`src/rtl/calendar_pkg.sv`:
```
// Shared calendar/clock definitions: BCD digit type, screen and cursor codes,
// and BCD digit/field arithmetic helpers.
package calendar_pkg;

    localparam int unsigned MAX_DIGITS = 8;
    localparam int unsigned MAX_W      = 4 * MAX_DIGITS;

    typedef logic [3:0] bcd_digit_t;

    localparam logic [1:0] SCREEN_TIME  = 2'd0;
    localparam logic [1:0] SCREEN_DATE  = 2'd1;
    localparam logic [1:0] SCREEN_ALARM = 2'd2;
    localparam logic [1:0] SCREEN_SETUP = 2'd3;

    localparam logic [2:0] EDIT_POS_0 = 3'd0;
    localparam logic [2:0] EDIT_POS_1 = 3'd1;
    localparam logic [2:0] EDIT_POS_2 = 3'd2;
    localparam logic [2:0] EDIT_POS_3 = 3'd3;
    localparam logic [2:0] EDIT_POS_4 = 3'd4;
    localparam logic [2:0] EDIT_POS_5 = 3'd5;
    localparam logic [2:0] EDIT_POS_6 = 3'd6;
    localparam logic [2:0] EDIT_POS_7 = 3'd7;

    function automatic bcd_digit_t digit_inc(input bcd_digit_t d);
        return (d >= 4'd9) ? 4'd0 : d + 4'd1;
    endfunction

    function automatic bcd_digit_t digit_dec(input bcd_digit_t d);
        return (d == 4'd0) ? 4'd9 : d - 4'd1;
    endfunction

    // Increment the low ndig digits of v with decimal carry; upper digits untouched.
    function automatic logic [MAX_W-1:0] bcd_inc(input logic [MAX_W-1:0] v,
                                                 input int unsigned     ndig);
        logic [MAX_W-1:0] r;
        logic             carry;
        r     = v;
        carry = 1'b1;
        for (int unsigned k = 0; k < MAX_DIGITS; k++) begin
            if (carry && (k < ndig)) begin
                if (v[4*k +: 4] >= 4'd9) begin
                    r[4*k +: 4] = 4'd0;
                end else begin
                    r[4*k +: 4] = v[4*k +: 4] + 4'd1;
                    carry       = 1'b0;
                end
            end
        end
        return r;
    endfunction

endpackage

```
`src/rtl/key_edge_detect.sv`:
```
// Active-low key press detector: one-cycle pulse on the falling edge of a
// debounced key level, suppressed for a key already held when reset releases.
module key_edge_detect (
    input  logic clk_i,
    input  logic reset_i,
    input  logic key_n_i,
    output logic press_o
);

    logic prev_q;
    logic armed_q;

    // armed_q stays low until the key has been seen released, so a key held
    // through reset release cannot produce a press.
    always_ff @(posedge clk_i) begin
        if (reset_i) begin
            prev_q  <= 1'b1;
            armed_q <= key_n_i;
        end else begin
            prev_q  <= key_n_i;
            armed_q <= armed_q | key_n_i;
        end
    end

    assign press_o = armed_q & prev_q & ~key_n_i;

endmodule

```
`src/rtl/bcd_field_counter.sv`:
```
// One BCD calendar/clock field: advances on tick_in in run mode, per-digit
// plus/minus editing in edit mode, clamps to a shrinking runtime max_val.
module bcd_field_counter
    import calendar_pkg::*;
#(
    parameter int unsigned               NUM_DIGITS = 2,
    parameter logic [4*NUM_DIGITS-1:0]   MIN_VAL    = 'h01,
    parameter logic [4*NUM_DIGITS-1:0]   RESET_VAL  = 'h01,
    parameter logic [1:0]                SCREEN_ID  = 2'd1,
    parameter logic [2:0]                POS_LSD    = 3'd3
) (
    input  logic                      clk,
    input  logic                      reset,
    input  logic                      tick_in,
    input  logic                      key_plus,
    input  logic                      key_minus,
    input  logic                      edit_mode,
    input  logic [2:0]                edit_pos,
    input  logic [1:0]                screen,
    input  logic [4*NUM_DIGITS-1:0]   max_val,
    output logic [4*NUM_DIGITS-1:0]   value,
    output logic                      carry_out
);

    localparam int unsigned W = 4 * NUM_DIGITS;

    logic             plus_press;
    logic             minus_press;
    logic [W-1:0]     value_q;
    logic [W-1:0]     value_d;
    logic             carry_q;
    logic             carry_d;
    logic [MAX_W-1:0] inc_full;
    logic [W-1:0]     value_inc;
    logic             edit_en;
    logic [W-1:0]     plus_r;
    logic [W-1:0]     minus_r;
    logic             do_tick;
    logic             do_plus;
    logic             do_minus;

    key_edge_detect u_plus_edge (
        .clk_i   (clk),
        .reset_i (reset),
        .key_n_i (key_plus),
        .press_o (plus_press)
    );

    key_edge_detect u_minus_edge (
        .clk_i   (clk),
        .reset_i (reset),
        .key_n_i (key_minus),
        .press_o (minus_press)
    );

    always_comb begin
        inc_full = bcd_inc(MAX_W'(value_q), NUM_DIGITS);
    end

    assign value_inc = inc_full[W-1:0];

    // Digit k sits under the cursor when edit_pos == POS_LSD - k.
    always_comb begin
        edit_en = 1'b0;
        plus_r  = value_q;
        minus_r = value_q;
        for (int unsigned k = 0; k < NUM_DIGITS; k++) begin
            if ((k <= 32'(POS_LSD)) && (32'(edit_pos) == (32'(POS_LSD) - k))) begin
                edit_en              = (screen == SCREEN_ID);
                plus_r[4*k +: 4]     = digit_inc(value_q[4*k +: 4]);
                minus_r[4*k +: 4]    = digit_dec(value_q[4*k +: 4]);
            end
        end
    end

    assign do_tick  = ~edit_mode & tick_in;
    assign do_plus  = edit_mode & edit_en & plus_press;
    assign do_minus = edit_mode & edit_en & minus_press;

    always_comb begin
        value_d = value_q;
        carry_d = 1'b0;
        if (do_tick) begin
            if (value_q >= max_val) begin
                value_d = MIN_VAL;
                carry_d = 1'b1;
            end else begin
                value_d = value_inc;
            end
        end else if (do_plus) begin
            value_d = ((plus_r < MIN_VAL) || (plus_r > max_val)) ? MIN_VAL : plus_r;
        end else if (do_minus) begin
            value_d = ((minus_r < MIN_VAL) || (minus_r > max_val)) ? max_val : minus_r;
        end else if (value_q > max_val) begin
            value_d = max_val;
        end
    end

    always_ff @(posedge clk) begin
        if (reset) begin
            value_q <= RESET_VAL;
            carry_q <= 1'b0;
        end else begin
            value_q <= value_d;
            carry_q <= carry_d;
        end
    end

    assign value     = value_q;
    assign carry_out = carry_q;

endmodule

```
`config.mk`:
```
export PLATFORM = sky130hd
export DESIGN_NAME = bcd_field_counter
export DESIGN_NICKNAME = d
export VERILOG_FILES = /design/src/rtl/calendar_pkg.sv /design/src/rtl/key_edge_detect.sv /design/src/rtl/bcd_field_counter.sv
export SDC_FILE = /design/constraint.sdc
export NUM_CORES = 1
export LEC_CHECK = 0
export CAP_MARGIN = 20
export CELL_PAD_IN_SITES_DETAIL_PLACEMENT = 1
export CELL_PAD_IN_SITES_GLOBAL_PLACEMENT = 2
export CORE_ASPECT_RATIO = 1.2
export CORE_UTILIZATION = 32
export DETAILED_ROUTE_END_ITERATION = 7
export PLACE_DENSITY = 0.91
export REMOVE_ABC_BUFFERS = 1
export SKIP_LAST_GASP = 1
export SYNTH_ARGS = -nofsm -noshare
export SYNTH_HDL_FRONTEND = slang
export SYNTH_SLANG_ARGS = --single-unit
```
`constraint.sdc`:
```
create_clock -name clk -period 5.1 [get_ports clk]
set_input_delay 1.53 -clock clk [delete_from_list [all_inputs] [get_ports clk]]
set_output_delay 1.53 -clock clk [all_outputs]
set_load 0.005 [all_outputs]
```
# After elaboration in Yosys (flattened, before gate mapping)
# Cells that the tools add are included.
dict set report totals {
  in_bits 19
  latch_bits 0
  output_inout_bits 9
  rom_bits 0
  mem_count 0
  reg_bits 13
  mem_bits_rw 0
}
dict set report op_classes {
  muxes 22
  magnitude_cmp 8
  multipliers 0
  n_shift 0
  n_div 0
  reduce_logical 7
  n_eq_ne 4
  bitwise_logic 14
  n_addsub 4
}
# op count
set op_table {}
lappend op_table {{$mux W8} 7}
lappend op_table {{$mux W4} 9}
lappend op_table {{$gt A8 B8 Y1} 3}
lappend op_table {{$lt A8 B1 Y1 const B} 2}
lappend op_table {{$add A4 B1 Y4 const B} 2}
lappend op_table {{$and A1 B1 Y1} 8}
lappend op_table {{$ge A4 B4 Y1 const B} 2}
lappend op_table {{$ge A8 B8 Y1} 1}
lappend op_table {{$logic_not A4 Y1} 2}
lappend op_table {{$sub A4 B1 Y4 const B} 2}
lappend op_table {{$eq A3 B2 Y1 const B} 2}
lappend op_table {{$mux W1} 6}
lappend op_table {{$not A1 Y1} 4}
lappend op_table {{$reduce_bool A4 Y1} 1}
lappend op_table {{$ne A3 B1 Y1 const B} 1}
lappend op_table {{$eq A2 B1 Y1 const B} 1}
lappend op_table {{$logic_or A1 B1 Y1} 2}
lappend op_table {{$or A1 B1 Y1} 2}
lappend op_table {{$reduce_and A2 Y1} 1}
lappend op_table {{$reduce_or A2 Y1} 1}

# Longest topological paths before layout
# Gate-level depths: netlist of run 1.
dict set report logic_depth {
  ltp_word 9
  depth_mapped 16
}

# Modules after synthesis
# From an unflattened synthesis of run 1, not the netlist that was laid out.
dict set report hier_totals {
  hier_cells 274
  hier_area_um2 1996.9
}
# module instances cells_each seq_area_each_um2 area_per_inst_um2
set by_module_without_submodules {}
lappend by_module_without_submodules {bcd_field_counter 1 260 180.2 1866.8}
lappend by_module_without_submodules {key_edge_detect 2 7 40.0 65.1}

# Worst setup path before layout of run 1
# OpenSTA, ideal clock, no wires.
dict set report synth_path {
  path_type {input port to flip-flop}
  startpoint {input port edit_pos[0]}
  endpoint {register value_q[3], in the netlist value[3]}
  required_ps 4970
  n_path_buf 1
  t_arrival_ps 4128
  stages 13
  setup_ps 130
  path_slack_ps 842
  cell_sequence {or3b_1 > buf_6 > o41ai_1 > o21ai_0 > ha_1 > a21oi_1 > o21ai_0 > o21a_1 > nor3_2 > o31a_2 > mux2_1 > a21oi_1 > a211oi_1}
}
dict set report synth_via {
  elab_chain_len 8
}
# item line_no
set synth_rtl {}
lappend synth_rtl {{start: declaration} bcd_field_counter.sv:18} ;# input logic [2:0] edit_pos,
lappend synth_rtl {{$eq A3 B2 Y1} bcd_field_counter.sv:68} ;# if ((k <= 32'(POS_LSD)) && (32'(edit_pos) == (32'(POS_LSD) - k))) begin
lappend synth_rtl {{$mux W4 / $mux W1 (equally long branches)} bcd_field_counter.sv:68}
lappend synth_rtl {{$lt A8 B1 Y1 (tied with other cells)} bcd_field_counter.sv:93} ;# value_d = ((minus_r < MIN_VAL) || (minus_r > max_val)) ? max_val : minus_r;
lappend synth_rtl {{$logic_or A1 B1 Y1 / $and A1 B1 Y1 (equally long branches)} {bcd_field_counter.sv:93, bcd_field_counter.sv:77, bcd_field_counter.sv:78}}
lappend synth_rtl {{$mux W8 / $and A1 B1 Y1 (equally long branches)} {bcd_field_counter.sv:93, bcd_field_counter.sv:78}}
lappend synth_rtl {{$mux W8} bcd_field_counter.sv:92} ;# end else if (do_minus) begin
lappend synth_rtl {{$mux W8} bcd_field_counter.sv:90} ;# end else if (do_plus) begin
lappend synth_rtl {{$mux W8} bcd_field_counter.sv:83} ;# if (do_tick) begin
lappend synth_rtl {{end signal: assignment} bcd_field_counter.sv:104} ;# value_q <= value_d;
lappend synth_rtl {{end: declaration} bcd_field_counter.sv:29} ;# logic [W-1:0] value_q;
# Several ways; a longest one is shown, not always the timed one.
# A chain may end at the register's enable or synchronous reset.

# Final worst setup path of run 1
dict set report layout_path {
  startpoint {input port edit_pos[1]}
  endpoint {register value_q[4], in the netlist value[4]}
}
# The elaborated chain is that of the path after synthesis.

==> results of run 1 <==
## cell families (layout without fill, tap and decap cells)
logic type      count (synthesis)  after routing  synth area share
simple gates                  100            100             0.280
compound gates                 88             88             0.299
fa+ha+maj                      31             31             0.196
buf+inv                        25             56            0.0625
flops                          13             13             0.131
mux                             4              4            0.0227
xor+xnor                        2              2           0.00884
## how the worst max path moves through the flow
stage                startpoint        to  slack [ps]
finish              edit_pos[1]  value[4]         360
global route        edit_pos[1]  value[4]         200
CTS                 edit_pos[1]  value[4]         370
detailed placement  edit_pos[1]  value[4]         130
global placement    edit_pos[1]  value[4]         210
floorplan           edit_pos[0]  value[3]         840
## cell type report
class,instances,area share
multi-input combinational,225,0.666
tap,82,0.0428
inverter,17,0.0266
timing repair buffer,35,0.138
sequential,13,0.108
clock buffer,4,0.0188
## per-stage QoR
stage	instances	hold slack [ps]	util	setup slack, ps
floorplan	255	426	-	836
global placement	372	433	0.392	210
detailed placement	372	444	0.392	129
CTS	376	459	0.399	372
global route	376	480	0.399	203
finish	376	459	0.399	358
## state kept, by name, summed over array words and instances (netlist names)
signal and flops:
u_minus_edge.prev_q 1, carry_out 1, u_plus_edge.prev_q 1, value 8
u_plus_edge.armed_q 1, u_minus_edge.armed_q 1
## power by group through the flow
stage                     clock [µW]  sequential (µW)  combinational [µW]
after CTS                       96.8              165                 386
after detailed placement           0              168                 383
final                           95.3              165                 388
after global routing            99.8              170                 429
after global placement             0              167                 373
after floorplan                    0              154                 248
## critical path, cell delays in order
cell and delay [ps]:
clkdlybuf4s50_1 480, buf_4 130, nor3b_4 390, o21ai_0 220, o21ai_0 360, ha_1 320
a21oi_1 170, o21ai_0 110, o21a_1 120, nor3_2 200, buf_4 180, mux2_2 330
a22oi_1 130, and3_1 170, nor2_1 40
## routing by layer
| metal | wire length [µm] | up-vias | GRT usage |
|---|---|---|---|
| met2 | 3290 | 55 | 0.373 |
| met5 | 0 | - | 0 |
| met1 | 2910 | 1027 | 0.255 |
| met4 | 129 | 0 | 0.0455 |
| li1 | - | 1051 | - |
| met3 | 201 | 10 | 0.0216 |
## layout by cell type (no fill, tap or decap), types with 3 or more instances in the layout
master and count:
nor3_1 5, inv_1 17, o22ai_1 3, nand4_1 8
clkdlybuf4s50_1 27, nor2b_1 4, or2_2 3, o21ai_0 24
nand2b_1 3, a31oi_1 5, a32o_1 3, a21oi_1 19
buf_4 8, ha_1 31, dfxtp_1 13, nand3_1 7
nor2_1 26, a311oi_1 5, o211ai_1 4, nand2_1 26
clkbuf_8 3
==> impl_metrics.ini, run 1 <==
[run_status]
status = finished, final reports clean

[drt]
drtIter0Drc = 96
vias_per_cell = 5.70
drc_errors = 0
drt_pass1_iterations = 4
drt_wl_total_um = 6530
vias = 2143
wl_per_cell_um = 17.4
route.antenna.remaining_nets = 0

[clocking]
cts_tree = built
insertion_delay_ps = 250
numCtsBuffers = 3
ctsHoldBuffers = 0
cts_htree_levels = 1
clockBufferDepth = 2
cts_num_sinks = 13
cts_root_buf = clkbuf_8
post_cts_buffers = 0
cts_resized = 0
clk_pin_slew_ps = 60

[place]
port_buffers = 27
dpl_cell_area_um2 = 2350
hpwlAfterDp_um = 5300
gp_congestion = 0.848

[floorplanning]
fp.coreArea_um2 = 6010
chipWidth_um = 73.8
dieArea_um2 = 6510
initial_core_util = 0.330
io_pins = 28
chipHeight_um = 88.2
core.rowCount = 31

[power]
switching_share = 0.475
internal_power_uw = 341
power.switching_uw = 308
pwr-share-comb = 0.598
p_seq_frac = 0.255
power_density_nw_per_um2 = 270
leakage_uw = 0.000981
power_uw = 649
clkPwrFrac = 0.147
ir_drop_mv = 0.110

[synthesis]
yosys-top-cells-count = ha_1, nand2_1, nor2_1
async_reset_ff_frac = 0
synth_cell_types = 57
yosysMostFrequentCell = ha_1
synthTopCellsByArea = ha_1, dfxtp_1, o21ai_0
synth_top_flop_cell = dfxtp_1
synth.avg_cell_area_um2 = 7.54
synth_edf_count = 0
yosysTopAreaCell = ha_1
ys_seq_area_frac = 0.131
yosys_warnings = 0
syn_inst = 263
synth_area_um2 = 1980
yosys.area.top_type_share = 0.196
ys_ff_latch = 13

[critical_path]
critical_path_required_ps = 5240
r2r_cells = 15
worstPathMaxFanout = 9
r2r-start = value[0]
r2r-end = value[1]
endpoint_kind = register
r2r_slack_ps = 1360
cp.arrival_ps = 4880
startpoint_type = input pin
worstSetupPathType = in2reg

[timing]
fmax_mhz = 211
finalSetupViolCount = 0
worst_pin_slew_ps = 724
slew_violations = 0
rsz0062_at_grt = false
fin_crit_sh = 0.930
finalHoldViolCount = 0
setup_tns_ps = 0
skew_ps = 2.03
relSlewSlack = 0.516
fin_crit_ps = 4740

[finish]
seq_area_um2 = 260
drive_gt1_frac = 0.102
multi_input_area_um2 = 1600
area_delta_synth_final_pct = 21.1
final_nets = 345
antenna_cells = 0
fillers = 749
final_area_um2 = 2400

[hold_path]
hp-class = reg2reg
holdPathEnd = u_minus_edge.armed_q
holdPathStages = 1
hp-start = u_minus_edge.armed_q

[global_route]
grt_overflow = 0
grt_max_degree = 17
grt_pass1_wl_um = 10100
grt_pass1_vias = 2033
antenna_found_initial = 0
grt_use_total = 0.204

[job]
maxCapViolations = 0
(Power assumes the default switching activity.)
==> run 2, diff against run 1 <==
--- a/config.mk
+++ b/config.mk
@@ -11,6 +11,7 @@
 export CORE_ASPECT_RATIO = 1.2
 export CORE_UTILIZATION = 32
 export DETAILED_ROUTE_END_ITERATION = 7
+export GPL_TIMING_DRIVEN = 0
 export PLACE_DENSITY = 0.91
 export REMOVE_ABC_BUFFERS = 1
 export SKIP_LAST_GASP = 1
==> constraint.sdc (replaced) <==
create_clock -name clk -period 5.1 [get_ports clk]
set_input_delay 1.02 -clock clk [delete_from_list [all_inputs] [get_ports clk]]
set_output_delay 1.02 -clock clk [all_outputs]
set_load 0.005 [all_outputs]
==> run 2 against run 1 <==
Effect of this change: total power down 2.8%; sequential power about the same; clock skew up 6.6 ps; maximum frequency increased by 1.8%; combinational power is 4% lower; flip-flop and latch count did not move; final cell count fell by 2.1%; worst setup slack gained 83 ps; non-clock buffer count fell by 8; critical path type unchanged.
==> impl_metrics.ini, run 2 (synthesized netlist as in run 1, its figures left out) <==
[drt]
drt_pass1_iterations = 4
drt_wl_total_um = 6170
drtIter0Drc = 94
wl_per_cell_um = 16.8
drc_errors = 0
vias_per_cell = 5.60
route.antenna.remaining_nets = 0
vias = 2061

[timing]
fin_crit_ps = 4660
finalHoldViolCount = 0
setup_tns_ps = 0
rsz0062_at_grt = false
setup_ws_ps = 441
slew_violations = 0
fin_crit_sh = 0.914
relSlewSlack = 0.544
fmax_mhz = 215
finalSetupViolCount = 0
skew_ps = 8.65
worst_pin_slew_ps = 682

[place]
placedCellCount = 364
gp_congestion = 0.846
port_buffers = 27
hpwlAfterDp_um = 5050
pre_cts_ws_ps = 155

[clocking]
cts_root_buf = clkbuf_8
insertion_delay_ps = 250
post_cts_buffers = 0
cts_num_sinks = 13
ctsHoldBuffers = 0
cts_htree_levels = 1
cts_resized = 0
cts_tree = built
clockBufferDepth = 2
clk_pin_slew_ps = 50
numCtsBuffers = 3

[job]
maxCapViolations = 0

[critical_path]
worstPathMaxFanout = 8
slowest_delay_ps = 540
path_buf_inv = 1
startpoint_type = input pin
path_common_cell = o21ai_0
path_cells = clkdlybuf4s50_1, or3b_1, nor2_1, o21ai_0, o21ai_0, ha_1, a21oi_1, o21ai_0, o21a_1, nor3_2, o31a_2, mux2_1, a21oi_1, nor3_1
cp.arrival_ps = 4770
cp_slowest_cell = or3b_1
worstSetupPathType = in2reg
critical_path_required_ps = 5220
path_delay_family = compound AO/OA/AOI/OAI gates
endpoint_kind = register

[power]
leakage_uw = 0.000945
power_density_nw_per_um2 = 270
power_uw = 631
ir_drop_mv = 0.105

[finish]
final_common_cell = ha_1
area_delta_synth_final_pct = 18.1
antenna_cells = 0
fillers = 762
post-route-util = 0.389
final_nets = 337
final_cell_mix = ha_1, clkdlybuf4s50_1, nor2_1, nand2_1, o21ai_0
drive_gt1_frac = 0.0804
final_cells = 368
largest_reg_flops = 8

[global_route]
grtUsageMet2 = 0.347
busiest_layer = met2
antenna_found_initial = 0
grt_use_total = 0.204
grt_overflow = 0
grt_pass1_vias = 2090
grt_max_degree = 17
gr-usage-met3 = 0.0239
grtUsageMet1 = 0.267
grt_pass1_wl_um = 10200

[hold_path]
hp-class = reg2reg

[floorplanning]
dieArea_um2 = 6510
chipHeight_um = 88.2
io_pins = 28
core.rowCount = 31
chipWidth_um = 73.8
initial_core_util = 0.330
fp.coreArea_um2 = 6010

[run_status]
status = finished, final reports clean
-- run 2: changes by cell type in the layout (fill, tap and decap cells not counted), sizes merged --
cell | before | now
clkbuf | 4 | 3
clkinv | 0 | 1
buf | 8 | 0
-- run 2: final cells by class --
class | count | area (µm²) | share of cell area
clock inverter | 1 | 5.00 | 0.00214
sequential | 13 | 260 | 0.111
clock buffer | 3 | 41.3 | 0.0176
multi-input combinational | 225 | 1600 | 0.683
timing repair buffer | 27 | 270 | 0.115
tap | 82 | 103 | 0.0438
inverter | 17 | 63.8 | 0.0273
-- run 2: power by group --
part	switching, µW	internal, µW	leakage, µW	total (µW)
clock network	40.0	54.0	0.0000255	94.0
registers	48.1	117	0.000108	165
logic	210	162	0.000811	372
-- run 2: per-layer routing --
metal  part of all wire  wire, µm
met1               0.47      2870
met3              0.019       116
met2               0.48      2990
met5                  0         0
met4              0.031       191
-- run 2: worst register-to-register path: cells and delay by family, from the launching register on --
family	cells	cell delay (ps)
AOI/OAI and AO/OA	5	1130
adders and majority gates	2	620
buffers and inverters	1	260
DFF	1	530
muxes	1	390
and+or+nand+nor	5	890
-- run 2: metrics by stage --
stage / instance area, µm² / hold slack, ps
after floorplan: 1920 / 426
after global placement: 2290 / 436
after detailed placement: 2290 / 443
after CTS: 2340 / 455
after global routing: 2340 / 478
final: 2340 / 452
-- run 2: final timing paths --
path                                           from                  end  slack (ps)  depth (start not counted)
worst max-delay path                    edit_pos[1]             value[2]         440                         14
worst min register to register  u_plus_edge.armed_q  u_plus_edge.armed_q         450                          1
worst max register to register             value[0]             value[2]        1150                         14
worst min-delay path            u_plus_edge.armed_q  u_plus_edge.armed_q         450                          1
==> variant 1 (config.mk and constraints of run 1) <==
Make the reset (`reset`) asynchronous in one clocked block.
--- a/src/rtl/bcd_field_counter.sv
+++ b/src/rtl/bcd_field_counter.sv
@@ -97,5 +97,5 @@
     end
 
-    always_ff @(posedge clk) begin
+    always_ff @(posedge clk or posedge reset) begin
         if (reset) begin
             value_q <= RESET_VAL;
Function: differs if reset is asserted again (counterexample within 4 cycles, from zero or initial values and one cycle with reset high); with reset held inactive, the same outputs for 10 cycles.
==> variant 1 against run 1 <==
- final area is 0.26% higher
- setup slack improved by 0.054 ns
- synthesized area increased by 1.7%
- first-iteration DRC count unchanged
- via count shrank 3.9%
- wire length increased by 2.7%
- maximum frequency increased by 1.1%
- sequential cell count stayed put
- critical endpoint is now value[0]
Power is not compared: it rests on default switching activity, and its combinational part moved more than twofold at a synthesized area within 25%.
==> variant 1: results (changes against run 1) <==
Avg Cell Area, Syn - 8.03 µm² (was 7.54 µm²)
nonclk buf count - 32 (was 35)
Synth Area in Compound Gates - 0.269 (was 0.299)
multi-input combinational area share - 0.657 (was 0.666)
WL/cell - 18.5 µm (was 17.4 µm)
Yosys cell types - 68 (was 57)
Layout Nets - 331 (was 345)
CP Data Arrival Time - 4.86 ns (was 4.88 ns)
Post-CTS Setup Bufs - 0 (unchanged)
Slew @ Worst Pin - 1.10 ns (was 0.724 ns)
# fillers - 778 (was 749)
hpwl dp - 5.40 mm (was 5.30 mm)
placed cell areas - 0.00236 mm² (was 0.00235 mm²)
Setup Skew - 0.00386 ns (was 0.00203 ns)
sequential logic power - 0.245 mW
mux contribution to synthesized area - 0.0261 (was 0.0227)
first-pass GRT wire length - 10.5 mm (was 10.1 mm)
number of global-route vias before repair - 2002 (was 2033)
Seq area share - 0.127 (was 0.108)
GR Util All Layers - 0.210 (was 0.204)
Async SR Flop Fraction - 0.692 (was 0)
status - finished clean (unchanged)
largest net degree at the start of global routing - 14 (was 17)
final cell count without fillers - 362 (was 376)
Commonest cells post-synth - 34 x nand2_1, 31 x ha_1, 22 x a21oi_1 (was 31 x ha_1, 26 x nand2_1, 26 x nor2_1)
vias per cell - 5.69 (was 5.70)
CP max FO - 8 (was 9)
Clock-cell share - 0.0187 (was 0.0188)
largest cells by area after synthesis - ha_1 19%, dfrtp_1 9.9%, nand2_1 6.3% (was ha_1 20%, dfxtp_1 13%, o21ai_0 6.1%)
Seq/Total Area, Yosys - 0.152 (was 0.131)
CTS Buf Count - 3 (unchanged)
GP Congestion - 0.872 (was 0.848)
pre-CTS WS - 0.160 ns (was 0.129 ns)
Pleak - 1.01 nW
XOR/XNOR Fraction of Synth Area - 0 (was 0.00884)
Adder-Cell Fraction of Synth Area - 0.192 (was 0.196)
layout cells sized above 1 - 0.111 (was 0.102)
Top FF cell, synth - dfrtp_1 (was dfxtp_1)
port bufs - 27 (unchanged)
max FFs per register - 8 (unchanged)
fin util - 0.398 (was 0.399)
Signal buf overhead - 0.128 (was 0.138)
number of synthesis warnings - 0 (unchanged)
multi-input gates - 214 (was 225)
Final Cell Area - 0.00241 mm² (was 0.00240 mm²)
largest family of logic cells by synthesized area - simple AND/OR/NAND/NOR gates (was compound AO/OA/AOI/OAI gates)
Sink Count - 13 (unchanged)
-- variant 1: cell types whose count changed in the layout (fill, tap and decap cells not counted), moves of 4 or more --
cell             run 1  this run
o21ai_0             24        15
and4_1               0         4
dfxtp_1             13         4
a31oi_1              5         1
nand2_1             26        34
dfrtp_1              0         8
nor2_1              26        11
a311oi_1             5         0
nand4_1              8         4
-- variant 1: path summary, 6_finish.rpt --
check | startpoint | end | slack (ns) | cells past startpoint
hold / removal | u_minus_edge.armed_q | u_minus_edge.armed_q | 0.45 | 1
hold reg to reg | u_minus_edge.armed_q | u_minus_edge.armed_q | 0.45 | 1
setup / recovery | edit_pos[1] | value[0] | 0.41 | 12
min in group asynchronous | reset | value[1] | 1.68 | 2
setup reg to reg | value[4] | value[5] | 1.39 | 15
max in group asynchronous | reset | value[0] | 3.08 | 2
-- variant 1: metal layers --
metal  vias up  part of all wire  track usage
li1       1003                 -            -
met1      1010              0.47        0.284
met2        33              0.48        0.351
met3        13             0.015       0.0135
met4         0             0.027       0.0738
met5         -                 0            0
==> variant 2 (config.mk and constraints of run 1) <==
Made on the original files. Set the parameter `NUM_DIGITS` to 1 (it was 2).
--- a/src/rtl/bcd_field_counter.sv
+++ b/src/rtl/bcd_field_counter.sv
@@ -4,5 +4,5 @@
     import calendar_pkg::*;
 #(
-    parameter int unsigned               NUM_DIGITS = 2,
+    parameter int unsigned               NUM_DIGITS = 1,
     parameter logic [4*NUM_DIGITS-1:0]   MIN_VAL    = 'h01,
     parameter logic [4*NUM_DIGITS-1:0]   RESET_VAL  = 'h01,
Interface: changed (resized max_val and value); port bits go from 28 to 20. The function was not compared with the original's and may differ.
==> variant 2 against run 1 <==
- largest cell class unchanged
- highest routed layer unchanged
- combinational power is 48% lower
- final area decreased by 41%
- setup slack better by 0.67 ns
- the flow now finishes with violations (design-rule violations)
- synthesized area shrank 41%
- utilization increased by 1.8 points
- sequential cell count fell by 4
- power is 41% lower
- wire length shrank 42%
==> variant 2: results (changes against run 1) <==
Seq/Total Area, Yosys - 0.155 (was 0.131)
reg2reg setup slack - 1.75 ns (was 1.36 ns)
Max VDD drop - 198 µV (was 110 µV)
GR Util All Layers - 0.214 (was 0.204)
Sequential Area - 180 µm² (was 260 µm²)
grt met3 use - 0.0302 (was 0.0216)
First DRT Iteration DRCs - 26 (was 96)
placed cell areas - 0.00137 mm² (was 0.00235 mm²)
hpwl dp - 3.06 mm (was 5.30 mm)
layout cells sized above 1 - 0.0651 (was 0.102)
DRC - 5 (was 0)
met1 WL - 1.55 mm (was 2.91 mm)
R2R Path Start - value[1] (was value[0])
multi-input combinational area share - 0.650 (was 0.666)
# fillers - 435 (was 749)
worst r2r dst - value[0] (was value[1])
met1 Resource Use GR - 0.227 (was 0.255)
worst skew pair latency - 0.23 ns (was 0.25 ns)
GP Congestion - 0.859 (was 0.848)
Pleak - 0.600 nW (was 0.981 nW)
CP peak stage delay - 0.44 ns (was 0.48 ns)
number of global-route vias before repair - 1398 (was 2033)
failing checks - design-rule violations
Synth Instances - 153 (was 263)
DR vias - 1289 (was 2143)
status - complete, but fails checks (was finished clean)
-- variant 2: worst max-delay path by stage --
stage | from | endpoint | slack [ns] | cells past startpoint
2_1_floorplan | edit_pos[2] | value[3] | 1.56 | 9
3_3_place_gp | edit_pos[0] | value[0] | 0.86 | 10
3_5_place_dp | edit_pos[1] | value[3] | 0.78 | 10
4_1_cts | edit_pos[1] | value[3] | 1.01 | 10
5_1_grt | edit_pos[2] | value[3] | 0.81 | 12
6_report | edit_pos[2] | value[0] | 1.02 | 12
-- variant 2: report_power, final --
part,switching (mW),internal [mW]
sequential,0.0242,0.0790
combinational,0.110,0.0902
clock,0.0272,0.0544
-- variant 2: cells by family (layout without fill, tap and decap cells) --
family | after synthesis | after routing | synth area share
xor+xnor | 1 | 1 | 0.00753
simple gates | 58 | 58 | 0.281
mux | 3 | 3 | 0.0301
fa+ha+maj | 15 | 15 | 0.161
compound gates | 51 | 51 | 0.311
flops | 9 | 9 | 0.155
buf+inv | 16 | 32 | 0.0548
